--- config.mk ---
export PLATFORM = sky130hd
export DESIGN_NAME = shift_sequencer
export DESIGN_NICKNAME = d
export VERILOG_FILES = /design/src/rtl/shift_sequencer.sv
export SDC_FILE = /design/constraint.sdc
export NUM_CORES = 1
export LEC_CHECK = 0
export CAP_MARGIN = 20
export CORE_MARGIN = 2
export CORE_UTILIZATION = 43
export CTS_BUF_LIST = sky130_fd_sc_hd__clkbuf_2 sky130_fd_sc_hd__clkbuf_4 sky130_fd_sc_hd__clkbuf_8
export DETAILED_ROUTE_END_ITERATION = 8
export PLACE_DENSITY = 0.76
export SLEW_MARGIN = 20
export SYNTH_ARGS = -nofsm -noshare
export SYNTH_HDL_FRONTEND = slang
export SYNTH_SLANG_ARGS = --single-unit
--- constraint.sdc ---
create_clock -name clk -period 1.2 [get_ports clk]
set_input_delay 0.18 -clock clk [delete_from_list [all_inputs] [get_ports clk]]
set_output_delay 0.18 -clock clk [all_outputs]
set_load 0.02 [all_outputs]
--- src/rtl/shift_sequencer.sv ---
// Multi-step shift controller: latches one request, then applies the selected
// one-bit shift 'amount' times, one step per clock, and pulses done with the result.
module shift_sequencer #(
  parameter int WIDTH = 4,
  parameter int CNT_W = 3
) (
  input  logic             clk,
  input  logic             rst,
  input  logic             start,
  input  logic [2:0]       mode,
  input  logic [WIDTH-1:0] din,
  input  logic [CNT_W-1:0] amount,
  output logic             busy,
  output logic             done,
  output logic [WIDTH-1:0] dout
);

  // state   | meaning
  // S_IDLE  | waiting for start, dout holds last result
  // S_SHIFT | stepping the working register, cnt = steps remaining
  // S_DONE  | one-cycle result strobe, may accept a new start
  typedef enum logic [1:0] {S_IDLE, S_SHIFT, S_DONE} state_t;

  state_t           state_q, state_d;
  logic [WIDTH-1:0] dout_q, dout_d;
  logic [CNT_W-1:0] cnt_q, cnt_d;
  logic [2:0]       mode_q, mode_d;

  function automatic logic [WIDTH-1:0] step(input logic [WIDTH-1:0] a, input logic [2:0] m);
    logic [WIDTH-1:0] r;
    case (m)
      3'b000:  r = {a[WIDTH-2:0], 1'b0};
      3'b001:  r = {a[WIDTH-2:0], 1'b1};
      3'b010:  r = {1'b0, a[WIDTH-1:1]};
      3'b011:  r = {1'b1, a[WIDTH-1:1]};
      3'b100:  r = {a[WIDTH-2:0], 1'b0};
      3'b101:  r = {a[WIDTH-1], a[WIDTH-1:1]};
      3'b110:  r = {a[WIDTH-2:0], a[WIDTH-1]};
      default: r = {a[0], a[WIDTH-1:1]};
    endcase
    return r;
  endfunction

  always_ff @(posedge clk) begin
    if (rst) begin
      state_q <= S_IDLE;
      dout_q  <= '0;
      cnt_q   <= '0;
      mode_q  <= 3'b000;
    end else begin
      state_q <= state_d;
      dout_q  <= dout_d;
      cnt_q   <= cnt_d;
      mode_q  <= mode_d;
    end
  end

  always_comb begin
    state_d = state_q;
    dout_d  = dout_q;
    cnt_d   = cnt_q;
    mode_d  = mode_q;
    case (state_q)
      S_IDLE, S_DONE: begin
        if (start) begin
          mode_d  = mode;
          dout_d  = din;
          cnt_d   = amount;
          state_d = (amount == '0) ? S_DONE : S_SHIFT;
        end else begin
          state_d = S_IDLE;
        end
      end
      S_SHIFT: begin
        dout_d = step(dout_q, mode_q);
        cnt_d  = cnt_q - CNT_W'(1);
        // last step: terminal count reached on this edge
        if (cnt_q == CNT_W'(1)) state_d = S_DONE;
      end
      default: state_d = S_IDLE;
    endcase
  end

  assign busy = (state_q == S_SHIFT);
  assign done = (state_q == S_DONE);
  assign dout = dout_q;

endmodule

==> impl_summary.log, run 1 <==
[metrics] status: finished, violations left
[metrics] failing checks: setup timing
[metrics] actual transition at the worst max-transition pin: 0.2958 ns
[metrics] complex-gate fraction of the synthesized area: 0.2385
[metrics] number of different library cells in the post-synthesis netlist: 34
[metrics] antenna-violating nets left: 0
[metrics] area of the mapped netlist: 681.9 µm²
[metrics] worst setup path startpoint: state_q[0]$_SDFFE_PP0P_
[metrics] syn_nets: 93
[metrics] cell internal power dissipation: around 0.00084 W
[metrics] number of enable flip-flop cells after synthesis: 0
[metrics] share of synthesized cell area in full adder, half adder and majority cells: 0.03670
[metrics] Hold Crit Class: primary input to flop
[metrics] maximum clock insertion buffer count: 2
[metrics] achievable frequency: a little over 800 MHz
[metrics] Total Routing Usage GR: 0.2125
[metrics] worst-case clock skew: between 0.006 and 0.007 ns
[metrics] R2R Path End: state_q[1]$_SDFFE_PP0P_
[metrics] Net count, final: 132
[metrics] router iterations before antenna repair: 4
[metrics] Final setup violation count: 2
[metrics] Row Count: 14
[metrics] I/O pin count: 19
[metrics] min Tclk post-route: approximately 1.2 ns
[metrics] capturing element type of the critical path: flop
[metrics] switching share of total power: 0.2967
[metrics] Seq. cell area: between 200 and 250 µm²
[metrics] top flip-flop cell by instance count after synthesis: sky130_fd_sc_hd__dfxtp_1
[metrics] data arrival at the endpoint of the critical path: 1.44 ns
[metrics] dpl ws: -0.3076 ns
[metrics] hold worst-path end: mode_q[1]$_SDFFE_PP0P_
[metrics] top fanout value on the critical path: 4
[metrics] wire length reported by the detailed router: 1.688 mm
[metrics] number of inserted diodes: 0
[metrics] Required @ worst endpoint: ~1.4 ns
[metrics] proportion of synthesized area in mux cells: 0.06055
[metrics] Synth async-reset ratio: 0
[metrics] max capacitance violation total: 0
[metrics] PortBufs: 18
[metrics] number of buffers inserted for hold repair after clock tree synthesis: 0
[metrics] Critical Path Source Type: flop
[metrics] clock edge transition at the registers on the reported setup and hold paths: approximately 0.080 ns
[metrics] worst hold slack after final layout: 0.4435 ns
[metrics] synthesized flop and latch total: 12
[metrics] post-route worst setup slack: -0.02579 ns
[metrics] die extent in x: 43.82 µm
[metrics] Die Area: between 1500 and 2000 µm²
[metrics] PD cells: between 1000 and 1500 nW/µm²
[metrics] clock root buffer: sky130_fd_sc_hd__clkbuf_4
[metrics] max-slew headroom at the worst pin: 0.8028
[metrics] worst setup slack for register-to-register paths: -0.03 ns
[metrics] proportion of synthesized chip area in sequential cells: 0.3523
[metrics] Logic pwr share: 0.324
[metrics] final weighted congestion in routability-driven placement: just over 0.8
[metrics] via count of the first global-routing pass: around 730
[metrics] DIE HEIGHT: roughly 44 µm
[metrics] portion of the clock cycle consumed by the worst path in the final layout: 1.021
[metrics] Core Footprint: 1489 µm²
[metrics] total overflow reported by the global router: 0
[metrics] Layout fillers: ~110
[metrics] maximum number of pins on one net before global-route repair: 10
[metrics] drt via density: 5.447
[metrics] clock latency reported for the late side of the worst-skew pair: ~0.28 ns
[metrics] launch point of the worst hold path: mode[1]
[metrics] TritonCTS clock tree: yes
[metrics] antenna violations before repair: 0
[metrics] Syn. warnings: 0
[metrics] start-to-end type of the worst setup path: flop to flop
[metrics] average instance area after synthesis: roughly 8.7 µm²
[metrics] WL per Instance: 12.79 µm
[metrics] global-route wire length before repair: 2.994 mm
[metrics] unrepaired setup endpoints after global routing: true
[metrics] total clock sinks: 12
[metrics] post-synthesis share of cell area spent on xor and xnor gates: 0
[metrics] Reg-to-Reg Start: state_q[0]$_SDFFE_PP0P_
[metrics] main combinational cell family by area after synthesis: compound AO/OA/AOI/OAI gates
[metrics] logic depth of the worst register-to-register path: 4
[metrics] post-synthesis to final-layout area growth: 58.90%
[metrics] Detail Placement HPWL: 1.299 mm
[metrics] Max rail drop VDD: around 940 µV
[metrics] clock network fraction of design power: 0.280
[metrics] simple-gate area share of the yosys netlist: 0.2349
[metrics] multi-input combinational cell area: ~430 µm²
[metrics] Pins Over Slew Limit: 0
[metrics] ratio of cells with drive above 1 in the final layout: 0.3879
[metrics] synthesized netlist cell count: just under 80
[metrics] H-tree depth: 1
[metrics] number of design rule violations left after detail routing: 0
[metrics] number of failing hold endpoints at the final stage: 0
[metrics] Leakage: between 0.4 and 0.5 nW
[metrics] First DRT Iteration DRCs: 8
[metrics] vias after detailed routing: a little over 700
[metrics] number of CTS-inserted buffers: 3
[metrics] initial core utilization: 0.4580
[metrics] sequential share of power: 0.396
[metrics] Worst Hold Depth: 3
[metrics] switching power: 0.0003526 W
-- flip-flops by register name, indices dropped and copies added, names as in the netlist --
| register | count |
|---|---|
| cnt_q | 3 |
| state_q | 2 |
| dout | 4 |
| mode_q | 3 |
-- power groups by stage --
stage          clock network (W)  logic, W  registers, W
2_1_floorplan                  0  0.000168      0.000496
3_3_place_gp                   0  0.000363      0.000475
3_5_place_dp                   0  0.000369      0.000475
4_1_cts                 0.000344  0.000381      0.000470
5_1_grt                 0.000357  0.000422      0.000477
6_report                0.000332  0.000385      0.000471
-- how the worst max path moves through the flow --
stage | endpoint | slack [ns]
floorplan | dout[3]$_SDFFE_PP0P_ | 0.004
global placement | state_q[1]$_SDFFE_PP0P_ | -0.27
detailed placement | dout[3]$_SDFFE_PP0P_ | -0.31
CTS | state_q[1]$_SDFFE_PP0P_ | -0.04
global route | state_q[1]$_SDFFE_PP0P_ | -0.07
finish | state_q[1]$_SDFFE_PP0P_ | -0.03
-- cell families after synthesis --
logic type / count (synthesis)
AO/OA/AOI/OAI: 23
adder cells (fa/ha/maj): 2
buffers and inverters: 10
flip-flops: 12
multiplexers: 4
AND/OR/NAND/NOR: 27
-- worst max-delay path, stage by stage (launching register included) --
cell and delay, ns:
sky130_fd_sc_hd__dfxtp_4 0.37, sky130_fd_sc_hd__buf_6 0.11, sky130_fd_sc_hd__nand2b_4 0.14, sky130_fd_sc_hd__or4_4 0.42, sky130_fd_sc_hd__a21oi_2 0.13
-- cell usage after synthesis, types with 3 or more instances --
cell,n,area share
sky130_fd_sc_hd__dfxtp_1,12,0.35
sky130_fd_sc_hd__a21oi_1,8,0.059
sky130_fd_sc_hd__nand2_1,8,0.044
sky130_fd_sc_hd__a211oi_1,5,0.055
sky130_fd_sc_hd__inv_1,5,0.028
sky130_fd_sc_hd__nand2b_1,4,0.037
sky130_fd_sc_hd__mux2i_1,3,0.044
-- area by class of cell --
| class | instances | share of cell area |
|---|---|---|
| clock buffers | 4 | 0.03349 |
| multi-input cells | 56 | 0.3995 |
| well taps | 16 | 0.01848 |
| repair buffers | 38 | 0.2979 |
| inverters | 6 | 0.02309 |
| flip-flops and latches | 12 | 0.2275 |
-- per-layer routing --
layer | routed length, µm | vias to the layer above | share of wire | global-route usage
li1 | - | 361 | - | -
met1 | 725 | 328 | 0.43 | 0.2372
met2 | 825 | 24 | 0.49 | 0.3500
met3 | 92 | 6 | 0.055 | 0.04167
met4 | 46 | 0 | 0.027 | 0.1636
met5 | 0 | - | 0 | 0
-- stage by stage --
| stage | utilization | power (W) | TNS [ns] | instances | cell area [µm²] |
|---|---|---|---|---|---|
| floorplan | - | 0.0006640 | 0 | 78 | 688.2 |
| global placement | 0.6723 | 0.0008378 | -2.609 | 127 | 1001 |
| detailed placement | 0.6723 | 0.0008445 | -3.361 | 127 | 1001 |
| CTS | 0.7193 | 0.001194 | -0.05537 | 131 | 1071 |
| global route | 0.7277 | 0.001256 | -0.3051 | 132 | 1084 |
| finish | 0.7277 | 0.001188 | -0.04922 | 132 | 1084 |
-- timing repair --
| item | CTS | global route |
|---|---|---|
| setup endpoints to repair | 11 | 11 |
| hold endpoints to repair | 0 | 0 |
| resized for setup | 24 | 7 |
| buffers inserted | 0 | 1 |
| pin swaps | 0 | 3 |
-- layout by cell type (no fill, tap or decap), types with 2 or more instances in the layout --
master / synthesis / routed
sky130_fd_sc_hd__buf_4: 0 / 19
sky130_fd_sc_hd__clkdlybuf4s50_1: 0 / 12
sky130_fd_sc_hd__dfxtp_1: 12 / 9
sky130_fd_sc_hd__nand2_1: 8 / 8
sky130_fd_sc_hd__a21oi_1: 8 / 7
sky130_fd_sc_hd__inv_1: 5 / 4
sky130_fd_sc_hd__a211oi_1: 5 / 3
sky130_fd_sc_hd__clkbuf_4: 0 / 3
sky130_fd_sc_hd__nand2b_4: 0 / 2
sky130_fd_sc_hd__nand3_1: 2 / 2
sky130_fd_sc_hd__nand2b_1: 4 / 2
sky130_fd_sc_hd__or3_1: 2 / 2
sky130_fd_sc_hd__mux2i_1: 3 / 2
sky130_fd_sc_hd__and3b_2: 2 / 2
sky130_fd_sc_hd__a211oi_2: 0 / 2
sky130_fd_sc_hd__ha_1: 2 / 2
sky130_fd_sc_hd__dfxtp_2: 0 / 2
sky130_fd_sc_hd__buf_6: 2 / 2
sky130_fd_sc_hd__dlygate4sd2_1: 0 / 2
Power figures use the tool's default switching activity.
==> inputs of run 2 (changes only) <==
--- a/config.mk
+++ b/config.mk
@@ -10,6 +10,7 @@
 export CORE_UTILIZATION = 43
 export CTS_BUF_LIST = sky130_fd_sc_hd__clkbuf_2 sky130_fd_sc_hd__clkbuf_4 sky130_fd_sc_hd__clkbuf_8
 export DETAILED_ROUTE_END_ITERATION = 8
+export GPL_TIMING_DRIVEN = 0
 export PLACE_DENSITY = 0.76
 export SLEW_MARGIN = 20
 export SYNTH_ARGS = -nofsm -noshare
==> impl_summary.log, run 2 (synthesis gave the netlist of run 1 again) <==
[metrics] R2R Path End: cnt_q[2]$_SDFFE_PP0P_
[metrics] Core Footprint: around 1500 µm²
[metrics] Reg-to-Reg Start: state_q[1]$_SDFFE_PP0P_
[metrics] kind of cell adding the most delay to the critical path: flip-flops
[metrics] Row Count: 14
[metrics] clock root buffer: sky130_fd_sc_hd__clkbuf_4
[metrics] Total Routing Usage GR: 0.1949
[metrics] drt via density: 5.582
[metrics] start-to-end type of the worst setup path: flop to output port
[metrics] post-synthesis to final-layout area growth: 48.99%
[metrics] most frequent CP cell: sky130_fd_sc_hd__buf_6
[metrics] Die Area: 1920 µm²
[metrics] data arrival at the endpoint of the critical path: 1.03 ns
[metrics] actual transition at the worst max-transition pin: ~0.50 ns
[metrics] final weighted congestion in routability-driven placement: approximately 0.81
[metrics] delay contributed by the slowest stage of the critical path: 0.33 ns
[metrics] failing checks: setup timing
[metrics] worst-case clock skew: ~0.00063 ns
[metrics] TritonCTS clock tree: yes
[metrics] maximum number of pins on one net before global-route repair: 11
[metrics] Layout Utilization: 0.6824
[metrics] clock edge transition at the registers on the reported setup and hold paths: about 0.080 ns
[metrics] number of cells on the critical path: 4
[metrics] antenna violations before repair: 0
[metrics] achievable frequency: between 800 and 900 MHz
[metrics] DIE HEIGHT: about 44 µm
[metrics] max capacitance violation total: 0
[metrics] number of buffer and inverter instances along the worst setup path: 3
[metrics] PortBufs: 18
[metrics] global-route wire length before repair: around 2.7 mm
[metrics] top fanout value on the critical path: 7
[metrics] Hold Crit Class: primary input to flop
[metrics] number of inserted diodes: 0
[metrics] vias after detailed routing: just under 700
[metrics] most common cell after layout, fill and taps aside: sky130_fd_sc_hd__clkdlybuf4s50_1
[metrics] Critical Path End: busy
[metrics] First DRT Iteration DRCs: 14
[metrics] number of buffers inserted for hold repair after clock tree synthesis: 0
[metrics] H-tree depth: 1
[metrics] worst path cell trace: nand2b_4, buf_6, inv_8, buf_6
[metrics] clock latency reported for the late side of the worst-skew pair: 0.27 ns
[metrics] initial core utilization: 0.4580
[metrics] maximum clock insertion buffer count: 2
[metrics] router iterations before antenna repair: 4
[metrics] min Tclk post-route: 1.209 ns
[metrics] number of CTS-inserted buffers: 3
[metrics] Critical Path Source Type: flop
[metrics] dpl ws: -0.5257 ns
[metrics] WL per Instance: around 14 µm
[metrics] logic depth of the worst register-to-register path: 4
[metrics] worst setup path startpoint: state_q[1]$_SDFFE_PP0P_
[metrics] max-slew headroom at the worst pin: 0.6650
[metrics] capturing element type of the critical path: output port
[metrics] Required @ worst endpoint: 1.02 ns
[metrics] Detail Placement HPWL: around 1.2 mm
[metrics] total clock sinks: 12
[metrics] status: finished, violations left
[metrics] worst setup slack for register-to-register paths: 0.01 ns
[metrics] post-route worst setup slack: -0.009401 ns
[metrics] unrepaired setup endpoints after global routing: true
[metrics] top library cells by usage in the layout, fill and taps aside: sky130_fd_sc_hd__clkdlybuf4s50_1 (11), sky130_fd_sc_hd__buf_4 (8), sky130_fd_sc_hd__nand2_1 (8)
[metrics] Net count, final: approximately 120
[metrics] PD cells: 1141 nW/µm²
[metrics] antenna-violating nets left: 0
[metrics] Leakage: between 0.4 and 0.5 nW
[metrics] via count of the first global-routing pass: between 600 and 700
[metrics] wire length reported by the detailed router: 1.704 mm
[metrics] total overflow reported by the global router: 0
[metrics] ratio of cells with drive above 1 in the final layout: 0.3962
[metrics] Layout fillers: between 100 and 150
[metrics] Final setup violation count: 2
[metrics] Slowest cell on crit path: sky130_fd_sc_hd__dfxtp_2
[metrics] number of design rule violations left after detail routing: 0
[metrics] max reg flops: 4
[metrics] portion of the clock cycle consumed by the worst path in the final layout: 1.008
[metrics] die extent in x: 43.82 µm
[metrics] I/O pin count: 19
[metrics] Max rail drop VDD: between 800 and 900 µV
[metrics] Pins Over Slew Limit: 0
[metrics] number of failing hold endpoints at the final stage: 0
==> run 2: cell types whose count changed in the layout (fill, tap and decap cells not counted), moves of 2 or more <==
cell                       previous run  this run
sky130_fd_sc_hd__dfxtp_1              9         5
sky130_fd_sc_hd__clkbuf_2             1         3
sky130_fd_sc_hd__inv_1                4         2
sky130_fd_sc_hd__dfxtp_2              2         5
sky130_fd_sc_hd__inv_2                1         3
sky130_fd_sc_hd__buf_4               19         8
==> run 2: worst reg2reg max path, stage by stage (launching register included) <==
cell                       delay, ns
sky130_fd_sc_hd__dfxtp_2        0.33
sky130_fd_sc_hd__nand2b_4       0.13
sky130_fd_sc_hd__buf_6          0.13
sky130_fd_sc_hd__or3_1          0.31
sky130_fd_sc_hd__a31oi_1        0.20
==> run 2: metrics by stage <==
step	setup TNS, ns	hold WS, ns	instances	total power (W)	area (µm²)
floorplan	0	0.2585	78	0.0006640	688.2
global placement	-4.249	0.4561	112	0.0007812	888.4
detailed placement	-4.442	0.4642	112	0.0007904	888.4
CTS	-0.1018	0.4475	117	0.001117	947.2
global route	-0.2059	0.4683	122	0.001227	1016
finish	-0.01104	0.4396	122	0.001160	1016
==> run 2: metal layers <==
| metal | global-route usage | wire length (µm) |
|---|---|---|
| met2 | 0.3235 | 787 |
| met3 | 0.06250 | 124 |
| met1 | 0.2333 | 760 |
| met4 | 0.07273 | 32 |
| met5 | 0 | 0 |
==> run 2: power by group <==
part,leakage (nW),internal [W],switching (W),total (W)
clock network,0.0210,0.000184,0.000143,0.000327
registers,0.102,0.000440,0.0000461,0.000486
logic,0.287,0.000186,0.000161,0.000347
total,0.411,0.000810,0.000350,0.00116
==> run 2: layout make-up <==
| class | count | area, µm² | area share |
|---|---|---|---|
| Clock buffer | 4 | 36.28 | 0.03571 |
| Buffer | 3 | 22.52 | 0.02217 |
| Inverter | 6 | 30.03 | 0.02956 |
| Tap cell | 16 | 20.02 | 0.01970 |
| Sequential cell | 12 | 254.0 | 0.2500 |
| Timing Repair Buffer | 25 | 220.2 | 0.2167 |
| Multi-Input combinational cell | 56 | 432.9 | 0.4261 |
==> run 2: repair_timing <==
item	CTS	global route
endpoints found under the hold margin	0	0
buffers inserted	1	6
pin swaps	1	5
gates resized for setup	26	23
endpoints found under the setup margin	17	12
==> run 2: worst min-delay path by stage <==
| stage | startpoint | to | slack, ns | cells past startpoint |
|---|---|---|---|---|
| 2_1_floorplan | rst | dout[0]$_SDFFE_PP0P_ | 0.26 | 1 |
| 3_3_place_gp | cnt_q[1]$_SDFFE_PP0P_ | cnt_q[1]$_SDFFE_PP0P_ | 0.46 | 2 |
| 3_5_place_dp | cnt_q[1]$_SDFFE_PP0P_ | cnt_q[1]$_SDFFE_PP0P_ | 0.46 | 2 |
| 4_1_cts | mode[2] | mode_q[2]$_SDFFE_PP0P_ | 0.45 | 3 |
| 5_1_grt | mode[0] | mode_q[0]$_SDFFE_PP0P_ | 0.47 | 3 |
| 6_report | mode[1] | mode_q[1]$_SDFFE_PP0P_ | 0.44 | 3 |
==> inputs of run 3 (changes only) <==
--- a/config.mk
+++ b/config.mk
@@ -9,6 +9,7 @@
 export CORE_MARGIN = 2
 export CORE_UTILIZATION = 43
 export CTS_BUF_LIST = sky130_fd_sc_hd__clkbuf_2 sky130_fd_sc_hd__clkbuf_4 sky130_fd_sc_hd__clkbuf_8
+export CTS_CLUSTER_DIAMETER = 150
 export DETAILED_ROUTE_END_ITERATION = 8
 export GPL_TIMING_DRIVEN = 0
 export PLACE_DENSITY = 0.76
==> results of run 3 <==
No change in the layout: final DEF, timing and power equal those of run 2.
